[config.mk]
export PLATFORM = sky130hd
export DESIGN_NAME = sprite_motion_ctrl
export DESIGN_NICKNAME = d
export VERILOG_FILES = /design/src/rtl/video_pkg.sv /design/src/rtl/ps2_arrow_decoder.sv /design/src/rtl/sprite_motion_ctrl.sv
export SDC_FILE = /design/constraint.sdc
export NUM_CORES = 1
export LEC_CHECK = 0
export ABC_AREA = 1
export BUFFER_PORTS_ARGS = -buffer_cell sky130_fd_sc_hd__buf_2
export CAP_MARGIN = 30
export CORE_MARGIN = 1
export CORE_UTILIZATION = 62
export DETAILED_ROUTE_END_ITERATION = 8
export PLACE_DENSITY = 0.93
export SYNTH_ARGS = -nofsm -noshare
export SYNTH_HDL_FRONTEND = slang
export SYNTH_HIERARCHICAL = 1
export SYNTH_SLANG_ARGS = --single-unit
[constraint.sdc]
create_clock -name vga_clk -period 2.8 [get_ports vga_clk]
set_input_delay 0.56 -clock vga_clk [delete_from_list [all_inputs] [get_ports vga_clk]]
set_output_delay 0.56 -clock vga_clk [all_outputs]
set_load 0.01 [all_outputs]
[src/rtl/video_pkg.sv]
// Shared constants and helpers for the video/sprite path: PS/2 arrow-key
// scan codes, direction-bit layout, visible-area timing and the decoder state type.
// Pure declarations; no logic, no latency, no flow control.
package video_pkg;

  // Visible area
  localparam int H_PIXELS = 640;
  localparam int V_PIXELS = 480;

  // PS/2 set-2 scan codes used by the arrow decoder
  localparam logic [7:0] SC_EXT   = 8'hE0;
  localparam logic [7:0] SC_BRK   = 8'hF0;
  localparam logic [7:0] SC_UP    = 8'h75;
  localparam logic [7:0] SC_DOWN  = 8'h72;
  localparam logic [7:0] SC_LEFT  = 8'h6B;
  localparam logic [7:0] SC_RIGHT = 8'h74;

  // Bit positions inside the 4-bit {up, down, left, right} direction vector.
  // Opposite directions differ only in bit 0 of their index.
  localparam int DIR_U = 3;
  localparam int DIR_D = 2;
  localparam int DIR_L = 1;
  localparam int DIR_R = 0;

  typedef enum logic [1:0] {
    S_IDLE    = 2'd0,
    S_EXT     = 2'd1,
    S_EXT_BRK = 2'd2,
    S_BRK     = 2'd3
  } dec_state_e;

  // Returns {is_arrow, dir_index} for a scan-code byte.
  function automatic logic [2:0] arrow_decode(input logic [7:0] code);
    logic [2:0] res;
    res = 3'b000;
    case (code)
      SC_UP:    res = {1'b1, 2'(DIR_U)};
      SC_DOWN:  res = {1'b1, 2'(DIR_D)};
      SC_LEFT:  res = {1'b1, 2'(DIR_L)};
      SC_RIGHT: res = {1'b1, 2'(DIR_R)};
      default:  res = 3'b000;
    endcase
    return res;
  endfunction

  // Index of the direction on the same axis, pointing the other way.
  function automatic logic [1:0] opposite_dir(input logic [1:0] k);
    return k ^ 2'b01;
  endfunction

endpackage

[src/rtl/ps2_arrow_decoder.sv]
// Decodes extended PS/2 arrow make/break sequences into one-cycle strobes.
// Strobes are combinational in the cycle the final byte is valid (0-cycle).
// No backpressure: bytes are consumed whenever byte_vld_i is high.
module ps2_arrow_decoder
  import video_pkg::*;
(
  input  logic       clk_i,
  input  logic       rst_i,
  input  logic [7:0] byte_i,
  input  logic       byte_vld_i,
  output logic       make_o,
  output logic       brk_o,
  output logic [1:0] key_o
);

  dec_state_e state_q, state_d;
  logic [2:0] arrow;

  assign arrow = arrow_decode(byte_i);

  // State register; reset aborts any partially received sequence.
  always_ff @(posedge clk_i or posedge rst_i) begin
    if (rst_i) state_q <= S_IDLE;
    else       state_q <= state_d;
  end

  // Next-state and event strobes; only valid bytes advance the FSM.
  always_comb begin
    state_d = state_q;
    make_o  = 1'b0;
    brk_o   = 1'b0;
    key_o   = arrow[1:0];
    if (byte_vld_i) begin
      if (byte_i == SC_EXT) begin
        // An extended prefix always restarts the sequence.
        state_d = S_EXT;
      end else begin
        case (state_q)
          S_IDLE:    state_d = (byte_i == SC_BRK) ? S_BRK : S_IDLE;
          S_EXT: begin
            if (byte_i == SC_BRK) begin
              state_d = S_EXT_BRK;
            end else begin
              make_o  = arrow[2];
              state_d = S_IDLE;
            end
          end
          S_EXT_BRK: begin
            brk_o   = arrow[2];
            state_d = S_IDLE;
          end
          S_BRK:     state_d = S_IDLE;  // non-extended release: drop the code
          default:   state_d = S_IDLE;
        endcase
      end
    end
  end

endmodule

[src/rtl/sprite_motion_ctrl.sv]
// Arrow-key driven sprite mover: key events steer dir, frame_tick steps the centre, borders bounce.
// dir/key_evt update 1 cycle after the final key byte; position 1 cycle after frame_tick.
// No backpressure: every valid byte and every frame_tick is consumed in its cycle.
module sprite_motion_ctrl #(
  parameter int H_PIXELS = video_pkg::H_PIXELS,
  parameter int V_PIXELS = video_pkg::V_PIXELS,
  parameter int SQ_HALF  = 10,
  parameter int INIT_X   = 320,
  parameter int INIT_Y   = 240,
  parameter int STEP     = 1,
  parameter int STICKY   = 1
) (
  input  logic       vga_clk,
  input  logic       reset,
  input  logic [7:0] ps2_byte,
  input  logic       ps2_byte_valid,
  input  logic       frame_tick,
  output logic [9:0] sq_pos_x,
  output logic [9:0] sq_pos_y,
  output logic [3:0] dir,
  output logic       key_evt
);
  import video_pkg::DIR_U;
  import video_pkg::DIR_D;
  import video_pkg::DIR_L;
  import video_pkg::DIR_R;
  import video_pkg::opposite_dir;

  // Centre limits and step, widened to 11 bits so +/- STEP never wraps.
  localparam logic [10:0] X_MIN  = 11'(SQ_HALF);
  localparam logic [10:0] X_MAX  = 11'(H_PIXELS - 1 - SQ_HALF);
  localparam logic [10:0] Y_MIN  = 11'(SQ_HALF);
  localparam logic [10:0] Y_MAX  = 11'(V_PIXELS - 1 - SQ_HALF);
  localparam logic [10:0] STEP_W = 11'(STEP);

  logic [9:0]  x_q, x_d, y_q, y_d;
  logic [3:0]  dir_q, dir_d;
  logic        key_evt_q, key_evt_d;
  logic        dec_make, dec_brk;
  logic [1:0]  dec_key;
  logic [10:0] x_ext, y_ext, x_inc, x_dec, y_inc, y_dec;

  ps2_arrow_decoder u_dec (
    .clk_i      (vga_clk),
    .rst_i      (reset),
    .byte_i     (ps2_byte),
    .byte_vld_i (ps2_byte_valid),
    .make_o     (dec_make),
    .brk_o      (dec_brk),
    .key_o      (dec_key)
  );

  assign x_ext = {1'b0, x_q};
  assign y_ext = {1'b0, y_q};
  assign x_inc = x_ext + STEP_W;
  assign x_dec = x_ext - STEP_W;
  assign y_inc = y_ext + STEP_W;
  assign y_dec = y_ext - STEP_W;

  // Motion/bounce from the registered dir, then key events overriding dir.
  always_comb begin
    x_d       = x_q;
    y_d       = y_q;
    dir_d     = dir_q;
    key_evt_d = 1'b0;

    if (frame_tick) begin
      // Vertical axis: up wins if both flags are somehow set.
      if (dir_q[DIR_U]) begin
        if (y_ext >= Y_MIN + STEP_W) begin
          y_d = y_dec[9:0];
        end else begin
          y_d          = Y_MIN[9:0];
          dir_d[DIR_U] = 1'b0;
          dir_d[DIR_D] = 1'b1;
        end
      end else if (dir_q[DIR_D]) begin
        if (y_inc <= Y_MAX) begin
          y_d = y_inc[9:0];
        end else begin
          y_d          = Y_MAX[9:0];
          dir_d[DIR_D] = 1'b0;
          dir_d[DIR_U] = 1'b1;
        end
      end

      // Horizontal axis: left wins if both flags are somehow set.
      if (dir_q[DIR_L]) begin
        if (x_ext >= X_MIN + STEP_W) begin
          x_d = x_dec[9:0];
        end else begin
          x_d          = X_MIN[9:0];
          dir_d[DIR_L] = 1'b0;
          dir_d[DIR_R] = 1'b1;
        end
      end else if (dir_q[DIR_R]) begin
        if (x_inc <= X_MAX) begin
          x_d = x_inc[9:0];
        end else begin
          x_d          = X_MAX[9:0];
          dir_d[DIR_R] = 1'b0;
          dir_d[DIR_L] = 1'b1;
        end
      end
    end

    // Key update is applied last so it wins over a same-cycle bounce.
    if (dec_make) begin
      if (dir_q[dec_key]) begin
        // Re-pressing an active direction locks motion to that axis only.
        dir_d          = 4'b0000;
        dir_d[dec_key] = 1'b1;
      end else begin
        dir_d[dec_key]               = 1'b1;
        dir_d[opposite_dir(dec_key)] = 1'b0;
      end
      key_evt_d = 1'b1;
    end else if (dec_brk && (STICKY == 0)) begin
      dir_d[dec_key] = 1'b0;
      key_evt_d      = 1'b1;
    end
  end

  // State registers.
  always_ff @(posedge vga_clk or posedge reset) begin
    if (reset) begin
      x_q       <= 10'(INIT_X);
      y_q       <= 10'(INIT_Y);
      dir_q     <= 4'b0000;
      key_evt_q <= 1'b0;
    end else begin
      x_q       <= x_d;
      y_q       <= y_d;
      dir_q     <= dir_d;
      key_evt_q <= key_evt_d;
    end
  end

  assign sq_pos_x = x_q;
  assign sq_pos_y = y_q;
  assign dir      = dir_q;
  assign key_evt  = key_evt_q;

endmodule

---- After elaboration in Yosys (flattened, before gate mapping) ----
Cells that the tools add are included.
storage, ports and cells
  flip-flop bits (word level) ............. 27
  word-level logic and storage cells ...... 73
  input bits .............................. 12
cells by class
  equality and inequality tests ........... 9
  order comparisons ....................... 8
  add/subtract/negate cells ............... 4
  bitwise operators ....................... 4
  muxes and demuxes ....................... 35
  reduce and logical (&&, ||, !) cells .... 8
operators with widths
  cell                   number
  $mux 10                8
  $eq 8x7->1 const B     4
  $add 10x1->11 const B  2
  $mux 2                 11
  $ge 10x4->1 const B    2
  $sub 10x1->10 const B  2
  $eq 8x8->1 const B     2
  $mux 4                 3
  $pmux 3 s4             1
  $le 11x10->1 const B   1
  $le 11x9->1 const B    1
  $mux 1                 8
  $lt 2x3->1 const B     2
  $pmux 2 s3             1
  $and 4x4->4            1
  $demux 1 s2            2
  $eq 2x2->1 const B     2
  $ge 2x1->1 const B     2
  $not 4->4              1
  $or 4x4->4             1
  $reduce_and 2->1       2
  $reduce_bool 2->1      2
  $bmux 1 s2             1
  $eq 2x1->1 const B     1
  other kinds (4)        5

---- Depth between registers and ports, before layout ----
Gate-level depths: netlist (run 1).
  depth in word-level cells ............... 11
  gate-level depth with buffers ........... 15
  mapped depth without buffers ............ 15

---- Modules after synthesis ----
The synthesis (run 1) kept the hierarchy.
modules (own cells, without submodules)
  module              area an instance (um^2)  instances  cells each
  sprite_motion_ctrl  2229.6                   1          345
  ps2_arrow_decoder   279.0                    1          56

---- Worst setup path after synthesis (run 1) ----
No wires, ideal clock.
  path type ............................... input to register
  from .................................... input ps2_byte[7]
  to ...................................... register dir_q[0] (netlist: dir[0])
  stages on the path ...................... 12
  arrival ................................. 1.692 ns
  buffers on the path ..................... 1
  path slack .............................. 1.042 ns
  cell sequence ........................... inv_1 > nand2_1 > nor2_1 > nand3_1 > nand2_1 > clkbuf_1 > o21ai_0 > o21ai_1 > o21ai_0 > a21oi_1 > o21ai_1 > nand2_1
on the way
  word-level cells in the longest chain between the ends .. 11
  elaborated cells between the ends (all ways) .. 29
  classes of those cells .................. order compare (4); eq/ne (6); mux (13); bitwise (4); reduce/logical (2)
ends and longest elaborated chain
  item                                                            RTL line                   source
  from (decl)                                                     sprite_motion_ctrl.sv:15   input logic [7:0] ps2_byte,
  $eq 8x7->1                                                      video_pkg.sv:36            case (code)
  $pmux 3 s4 *                                                    video_pkg.sv:36
  net dec_key[0]                                                  sprite_motion_ctrl.sv:40   logic [1:0] dec_key;
  $not 1->1 (no line)                                             -
  $lt 2x3->1 (implied by the code) or $ge 2x1->1 (tied branches)  sprite_motion_ctrl.sv:115  dir_d[opposite_dir(dec_key)] = 1'b0;
  $logic_and 1x1->1 (implied by the code)                         sprite_motion_ctrl.sv:115
  $mux 1 (implied by the code)                                    sprite_motion_ctrl.sv:115
  $demux 1 s2                                                     sprite_motion_ctrl.sv:115
  $not 4->4 (no line)                                             -
  $and 4x4->4 (no line)                                           -
  $mux 4 *                                                        sprite_motion_ctrl.sv:109  if (dir_q[dec_key]) begin
  $mux 4 *                                                        sprite_motion_ctrl.sv:108  if (dec_make) begin
  net dir_d[0]                                                    sprite_motion_ctrl.sv:37   logic [3:0] dir_q, dir_d;
  to (signal assigned)                                            sprite_motion_ctrl.sv:134  dir_q <= dir_d;
  to (decl)                                                       sprite_motion_ctrl.sv:37
The timed path passes the listed nets; every way through them passes the cells marked *. The select of a mux whose other input is x is not followed.
A chain may end at the register's enable or synchronous reset.

---- Final worst setup path (run 1) ----
  from .................................... register x_q[0] (netlist: sq_pos_x[0])
  to ...................................... register x_q[4] (netlist: sq_pos_x[4])
on the way
  word-level cells in the longest chain between the ends .. 5
  elaborated cells between the ends (all ways) .. 8
  classes of those cells .................. add/sub (2); order compare (2); mux (4)
ends and longest elaborated chain
  item                    RTL line                   source
  from (decl)             sprite_motion_ctrl.sv:36   logic [9:0] x_q, x_d, y_q, y_d;
  from (signal assigned)  sprite_motion_ctrl.sv:127  x_q <= 10'(INIT_X);
  $add 10x1->11           sprite_motion_ctrl.sv:55   assign x_inc = x_ext + STEP_W;
  $le 11x10->1            sprite_motion_ctrl.sv:97   if (x_inc <= X_MAX) begin
  $mux 10                 sprite_motion_ctrl.sv:97
  $mux 10                 sprite_motion_ctrl.sv:96   end else if (dir_q[DIR_R]) begin
  $mux 10 *               sprite_motion_ctrl.sv:88   if (dir_q[DIR_L]) begin
Mark *: on every way between the ends. The rest lies on a longest branch, timed or not. The select of a mux whose other input is x is not followed.

==> results.json, run 1 <==
{
  "outcome": "finished with violations",
  "violations": "DRC",
  "p_sw_mw": 1.30,
  "initial_core_util_pct": 66.1,
  "r2r_slack_ns": 0.80,
  "antenna_cells": 0,
  "p_int_mw": 1.18,
  "grt_pass1_wl_mm": 10.3,
  "placed_area_um2": 2690,
  "hp-class": "in2async",
  "vias_per_cell": 5.66,
  "drtIter0Drc": 283,
  "clkPwrFrac_pct": 9.4,
  "setup_viol": 0,
  "fp-row-count": 22,
  "ios": 37,
  "cts_resized": 0,
  "hpwlAfterDp_mm": 4.53,
  "fp.coreArea_um2": 3770,
  "mostFrequentLayoutCell": "nand2_1",
  "seqPwrFrac_pct": 32.4,
  "fill_cells": 329,
  "vias": 2729,
  "tns_ns": 0,
  "syn_area_per_cell_um2": 6.27,
  "leakage_nw": 1.43,
  "synth_area_um2": 2490,
  "wl_per_cell_um": 12.3,
  "min_period_ns": 2.00,
  "cts_tree": "done",
  "port_buffers": 36,
  "grtUsageTotal_pct": 30.5,
  "ir_drop_v": 0.000614,
  "die_h_um": 65.4,
  "global_route.overflow_total": 0,
  "regArea_um2": 683,
  "yosysWarnings": 6,
  "die_x_um": 65.4,
  "fin_nets": 453,
  "start_kind": "flip-flop",
  "worstPathArrival_ns": 2.21,
  "fin_skew_ns": 0.00307,
  "antenna_found_initial": 0,
  "final_cell_mix": "nand2_1, nor2_1, inv_1",
  "postRouteAntennaNets": 0,
  "crit_required_ns": 3.01,
  "hold_viol_final": 0,
  "drc_errors": 1,
  "area_delta_synth_final_pct": 10.7,
  "numCtsBuffers": 3,
  "rsz0062_at_grt": "no",
  "crit_fanout": 7,
  "worstMarginPinSlew_ns": 0.507,
  "die-area_um2": 4280,
  "htree_levels": 1,
  "clock-root-buffer": "clkbuf_8",
  "slew_violations": 0,
  "synthCells": 398,
  "cts.reportedPaths.clkPinSlew_ns": 0.10,
  "post-route-period-util_pct": 71.5,
  "grt_start_max_net_pins": 26,
  "drive_gt1_share_pct": 17.1,
  "grt_pass1_vias": 2452,
  "synth_nets": 416,
  "clock.fmax_mhz": 500,
  "switching_share_pct": 52.5,
  "critical_path_class": "reg2reg",
  "gp_congestion": 0.931,
  "combPwrFrac_pct": 58.2,
  "insertion_delay_ns": 0.28,
  "cts.path.max_buffers": 2,
  "multi_input_area_um2": 1560,
  "drt_wl_total_mm": 5.95,
  "worstSetupEndpointType": "flip-flop",
  "final_cell_area_um2": 2760,
  "drv_cap": 0,
  "maxSlewHeadroom_pct": 65.8,
  "cts_setup_buffers": 0,
  "powerDensity_nw_per_um2": 897,
  "drtPass1Iterations": 6,
  "cts.sinks": 27,
  "cts_hold_buf": 0
}
[stage by stage]
stage | power (mW) | util, % | cells | hold WS (ns) | setup WS [ns]
after CTS | 2.45 | 72.5 | 481 | 0.109 | 0.817
after global routing | 2.72 | 73.2 | 482 | 0.113 | 0.614
final | 2.48 | 73.2 | 482 | 0.111 | 0.799
after global placement | 2.17 | 71.2 | 477 | 0.419 | 0.827
after floorplan | 1.87 | - | 398 | 0.301 | 1.04
after detailed placement | 2.21 | 71.2 | 477 | 0.423 | 0.727
[layout make-up]
class	instances	share of cell area, %
clock inverters	1	0.181
flip-flops and latches	27	24.8
repair buffers	39	8.07
well taps	48	2.18
clock buffers	3	1.50
inverters	50	6.80
multi-input cells	314	56.5
[final timing paths]
| check | startpoint | to | depth (start not counted) |
|---|---|---|---|
| worst min-delay path | reset | u_dec/state_q[0] | 2 |
| worst max register to register | sq_pos_x[0] | sq_pos_x[4] | 9 |
| worst min register to register | u_dec/state_q[1] | u_dec/state_q[1] | 2 |
| min in group vga_clk | u_dec/state_q[1] | u_dec/state_q[1] | 2 |
| worst max-delay path | sq_pos_x[0] | sq_pos_x[4] | 9 |
| max in group asynchronous | reset | sq_pos_y[4] | 4 |
[registers in the layout, indices dropped and copies added (netlist names)]
name / flops
sq_pos_x: 10
sq_pos_y: 10
dir: 4
u_dec/state_q: 2
key_evt: 1
[power groups by stage]
stage	logic (mW)	clock network, mW	registers (mW)
floorplan	1.09	0	0.780
detailed placement	1.41	0	0.804
finish	1.44	0.232	0.804
CTS	1.42	0.238	0.798
global placement	1.37	0	0.796
global route	1.63	0.248	0.833
[critical path, cell delays in order, from the launching register on]
cell     delay (ns)
dfrtp_1        0.45
ha_1           0.28
inv_1          0.12
a21oi_1        0.18
nor3_1         0.10
nor2_2         0.29
inv_1          0.12
o21ai_0        0.18
inv_1          0.06
a21oi_1        0.15
[metal layers]
| metal | GRT usage, % | wire length [um] | share of wire [%] | up-vias |
|---|---|---|---|---|
| met5 | 0 | 0 | 0 | - |
| met4 | 9.51 | 73 | 1.2 | 0 |
| met3 | 3.47 | 300 | 5.0 | 9 |
| met1 | 41.6 | 2760 | 46 | 1271 |
| li1 | - | - | - | 1358 |
| met2 | 50.5 | 2810 | 47 | 91 |
Power figures use the tool's default switching activity.
==> run 2, diff against run 1 <==
- CORE_UTILIZATION: 62 -> 58
- PLACE_DENSITY: 0.93 -> 0.88
- clock period: 2.8 -> 2 ns (I/O delays scaled with it)
==> results.json, run 2 (synthesized netlist as in run 1, its figures left out) <==
{
  "hold_viol_final": 0,
  "antenna_found_initial": 0,
  "cts.reportedPaths.clkPinSlew_ns": 0.09,
  "port_buffers": 36,
  "min_period_ns": 1.90,
  "worstMarginPinSlew_ns": 0.558,
  "vias_per_cell": 5.49,
  "die-area_um2": 4570,
  "hold_depth": 4,
  "tns_ns": 0,
  "crit_fanout": 7,
  "grtUsageTotal_pct": 29.5,
  "global_route.overflow_total": 0,
  "r2r-end": "sq_pos_y[0]",
  "placed_area_um2": 2760,
  "ir_drop_v": 0.000675,
  "drc_errors": 0,
  "crit_required_ns": 2.17,
  "cts_tree": "done",
  "r2r_slack_ns": 0.10,
  "mostFrequentLayoutCell": "nand2_1",
  "final_cell_mix": "nand2_1, nor2_1, inv_1",
  "fin_skew_ns": 0.00389,
  "drt_wl_total_mm": 6.19,
  "post-route-util_pct": 71.2,
  "multi_input_area_um2": 1590,
  "dp_slack_ns": 0.0201,
  "clock.fmax_mhz": 527,
  "die_x_um": 67.6,
  "htree_levels": 1,
  "worstHoldStart": "ps2_byte_valid",
  "drv_cap": 0,
  "hp-class": "in2reg",
  "rr_worst_depth": 14,
  "drive_gt1_share_pct": 21.8,
  "grt_pass1_wl_mm": 10.4,
  "die_h_um": 67.6,
  "wl_per_cell_um": 12.4,
  "maxSlewHeadroom_pct": 62.4,
  "drtIter0Drc": 283,
  "p_total_mw": 3.69,
  "hold_end": "u_dec/state_q[1]",
  "start_kind": "flip-flop",
  "numCtsBuffers": 3,
  "fp-row-count": 23,
  "ios": 37,
  "dpl.cell_count": 489,
  "setup_viol": 0,
  "drtPass1Iterations": 6,
  "final_cell_area_um2": 2890,
  "hold-worst-slack_ns": 0.382,
  "worstSetupEndpointType": "flip-flop",
  "hpwlAfterDp_mm": 4.81,
  "clock-root-buffer": "clkbuf_8",
  "post-route-period-util_pct": 94.9,
  "grt_start_max_net_pins": 26,
  "area_delta_synth_final_pct": 15.8,
  "leakage_nw": 1.49,
  "outcome": "finished clean",
  "vias": 2739,
  "timing.rr.start": "sq_pos_y[0]",
  "regArea_um2": 688,
  "worstPathArrival_ns": 2.07,
  "initial_core_util_pct": 61.5,
  "postRouteAntennaNets": 0,
  "fill_cells": 352,
  "stdcell_count": 499,
  "cts.path.max_buffers": 2,
  "worst_slack_ns": 0.102,
  "insertion_delay_ns": 0.28,
  "cts.sinks": 27,
  "grt_pass1_vias": 2468,
  "slew_violations": 0,
  "powerDensity_nw_per_um2": 1280,
  "antenna_cells": 0,
  "fp.coreArea_um2": 4060,
  "fin_nets": 468,
  "gp_congestion": 0.914,
  "critical_path_class": "reg2reg"
}
==> run 2: changes by cell type in the layout (fill, tap and decap cells not counted), moves of 3 or more <==
cell / previous run / this run
nand2_1: 113 / 110
dfrtp_2: 0 / 4
buf_4: 2 / 17
dfrtp_1: 21 / 17
nand2_2: 4 / 7
==> run 2: routing by layer <==
metal | vias to the layer above | GRT usage, % | share of wire [%]
met1 | 1268 | 37.6 | 45
met2 | 75 | 49.9 | 50
met5 | - | 0 | 0
li1 | 1385 | - | -
met3 | 11 | 4.22 | 4.1
met4 | 0 | 11.4 | 1.5
==> run 2: worst max-delay path by stage <==
stage / startpoint / end / depth (start not counted)
global placement: sq_pos_x[0] / sq_pos_x[4] / 9
finish: sq_pos_y[0] / sq_pos_y[0] / 14
floorplan: sq_pos_y[0] / sq_pos_y[0] / 14
CTS: sq_pos_y[0] / sq_pos_y[0] / 14
detailed placement: sq_pos_x[0] / sq_pos_x[4] / 9
global route: sq_pos_y[0] / sq_pos_y[0] / 14
==> run 2: layout make-up <==
type | instances | share of cell area [%]
clock buffer | 3 | 1.43
clock inverter | 1 | 0.173
inverter | 50 | 6.50
multi-input combinational | 314 | 54.9
sequential | 27 | 23.8
tap | 50 | 2.17
timing repair buffer | 54 | 11.0
==> run 2: where the power goes <==
part | internal [mW] | leakage [nW] | switching, mW
logic | 0.859 | 1.15 | 1.40
registers | 0.784 | 0.317 | 0.329
clock network | 0.140 | 0.0255 | 0.174
total | 1.78 | 1.49 | 1.91
==> run 2: timing repair <==
item | 4_1_cts | 5_1_grt
gates resized for setup | 0 | 11
setup endpoints to repair | 1 | 20
hold buffers | 1 | 0
endpoints found under the hold margin | 2 | 0
pin swaps | 1 | 0
cloned | 0 | 0
setup buffers | 1 | 4
==> run 2: critical path, stage by stage, from the launching register on <==
cell	delay (ns)
dfrtp_2	0.45
inv_1	0.15
ha_1	0.28
nor2_1	0.11
nor2_1	0.05
nand2_1	0.06
nand2_1	0.07
nand2_1	0.08
nand2_1	0.05
nand2_1	0.10
nand2_2	0.09
nand2_4	0.12
nand2_1	0.07
nand3_1	0.06
nand2_1	0.06
==> run 3, diff against run 2 <==
- CORE_ASPECT_RATIO: unset -> 0.75
- TNS_END_PERCENT: unset -> 50
==> results.json, run 3 (synthesized netlist as in run 1, its figures left out) <==
{
  "outcome": "finished clean",
  "regArea_um2": 691,
  "die_h_um": 58.8,
  "numCtsBuffers": 3,
  "vias_per_cell": 5.73,
  "maxSlewHeadroom_pct": 56.1,
  "slowest_delay_ns": 0.42,
  "mostFrequentLayoutCell": "nand2_1",
  "min_period_ns": 1.86,
  "drtPass1Iterations": 6,
  "hpwlAfterDp_mm": 5.08,
  "drive_gt1_share_pct": 21.4,
  "cp_slowest_cell": "dfrtp_2",
  "postRouteAntennaNets": 0,
  "r2r-end": "dir[0]",
  "crit_required_ns": 2.16,
  "timing.rr.start": "sq_pos_x[1]",
  "grt_start_max_net_pins": 17,
  "drv_cap": 0,
  "cts.path.max_buffers": 2,
  "grt_pass1_wl_mm": 11.0,
  "seqPwrFrac_pct": 29.9,
  "hold_viol_final": 0,
  "worstPathArrival_ns": 2.02,
  "initial_core_util_pct": 61.1,
  "worstHoldStart": "ps2_byte_valid",
  "clock.fmax_mhz": 537,
  "fp.coreArea_um2": 4080,
  "hold_depth": 4,
  "antenna_cells": 0,
  "gr-usage-met3_pct": 5.12,
  "powerDensity_nw_per_um2": 1280,
  "grtUsageTotal_pct": 30.3,
  "p_sw_mw": 1.94,
  "htree_levels": 1,
  "rr_worst_depth": 13,
  "leakage_nw": 1.48,
  "dp_slack_ns": 0.131,
  "slew_violations": 0,
  "hold_end": "u_dec/state_q[1]",
  "p_int_mw": 1.76,
  "p_total_mw": 3.69,
  "worst_slack_ns": 0.137,
  "clock-root-buffer": "clkbuf_8",
  "antenna_found_initial": 0,
  "crit_fanout": 6,
  "start_kind": "flip-flop",
  "drtIter0Drc": 456,
  "port_buffers": 36,
  "vias": 2883,
  "grt-busiest-layer": "met2",
  "ios": 37,
  "gp_congestion": 1.04,
  "die_x_um": 77.7,
  "fin_nets": 467,
  "wl_per_cell_um": 13.3,
  "area_delta_synth_final_pct": 15.5,
  "critical_path_class": "reg2reg",
  "cp_common_cell": "nand2_1",
  "ir_drop_v": 0.000589,
  "crit_chain": "inv_1, ha_1, inv_1, nand2_1, nand2_1, nor2_1, nor2_1, nor2_1, nand2_1, nand2_2, nand2_2, o21ai_1, nand2_1",
  "combPwrFrac_pct": 61.5,
  "fp-row-count": 20,
  "clkPwrFrac_pct": 8.7,
  "drc_errors": 0,
  "grt_pass1_vias": 2440,
  "fill_cells": 327,
  "gr-usage-met1_pct": 42.9,
  "cts.reportedPaths.clkPinSlew_ns": 0.09,
  "insertion_delay_ns": 0.28,
  "r2r_slack_ns": 0.14,
  "use_met2_pct": 48.3,
  "global_route.overflow_total": 0,
  "post-route-period-util_pct": 93.1,
  "die-area_um2": 4570,
  "worstMarginPinSlew_ns": 0.658,
  "fin_skew_ns": 0.00822,
  "cts.sinks": 27,
  "final_cell_mix": "nand2_1, nor2_1, inv_1",
  "setup_viol": 0,
  "cts_tree": "done",
  "worstSetupEndpointType": "flip-flop",
  "multi_input_area_um2": 1580,
  "drt_wl_total_mm": 6.70,
  "switching_share_pct": 52.4,
  "hp-class": "in2reg"
}
-- run 3: what timing repair did --
action	4_1_cts	5_1_grt
hold endpoints to repair	2	0
gates resized for setup	0	10
setup buffers	0	2
hold buffers	1	0
setup endpoints to repair	0	16
-- run 3: worst max-delay path by stage --
stage / to / depth (start not counted) / startpoint
after floorplan: sq_pos_y[0] / 14 / sq_pos_y[0]
after global placement: sq_pos_y[0] / 14 / sq_pos_y[0]
after detailed placement: sq_pos_x[8] / 9 / sq_pos_x[0]
after CTS: sq_pos_x[8] / 9 / sq_pos_x[0]
after global routing: sq_pos_y[0] / 14 / sq_pos_y[0]
final: dir[0] / 13 / sq_pos_x[1]
-- run 3: critical path, delay by kind of cell (launching register included) --
family / cells / cell delay [ns]
simple gates: 9 / 0.73
flops: 1 / 0.42
fa+ha+maj: 1 / 0.30
buf+inv: 2 / 0.15
compound gates: 1 / 0.15
-- run 3: metrics by stage --
stage	setup TNS, ns	util, %	hold WS [ns]	cell area [um2]	instances
after global routing	-0.00579	70.6	0.414	2880	503
after detailed placement	0	68.3	0.265	2790	496
final	0	70.6	0.397	2880	503
after global placement	0	68.3	0.258	2790	496
after floorplan	0	-	0.141	2490	398
after CTS	0	69.7	0.394	2840	501
-- run 3: layer usage --
layer  vias to the layer above  share of wire [%]
met2                       173                 44
met4                         0                1.9
met1                      1302                 44
met5                         -                  0
met3                        23                9.8
li1                       1385                  -
-- run 3: area by class of cell --
type,count,area share [%]
Multi-Input combinational cell,314,54.7
Sequential cell,27,24.0
Timing Repair Buffer,53,10.8
Inverter,50,6.52
Tap cell,55,2.39
Clock buffer,3,1.43
Clock inverter,1,0.174
-- run 3: power by group through the flow --
stage | registers (mW) | logic [mW] | clock network, mW
detailed placement | 1.10 | 2.14 | 0
floorplan | 1.09 | 1.52 | 0
finish | 1.10 | 2.27 | 0.320
global placement | 1.09 | 2.13 | 0
global route | 1.14 | 2.51 | 0.339
CTS | 1.09 | 2.17 | 0.323
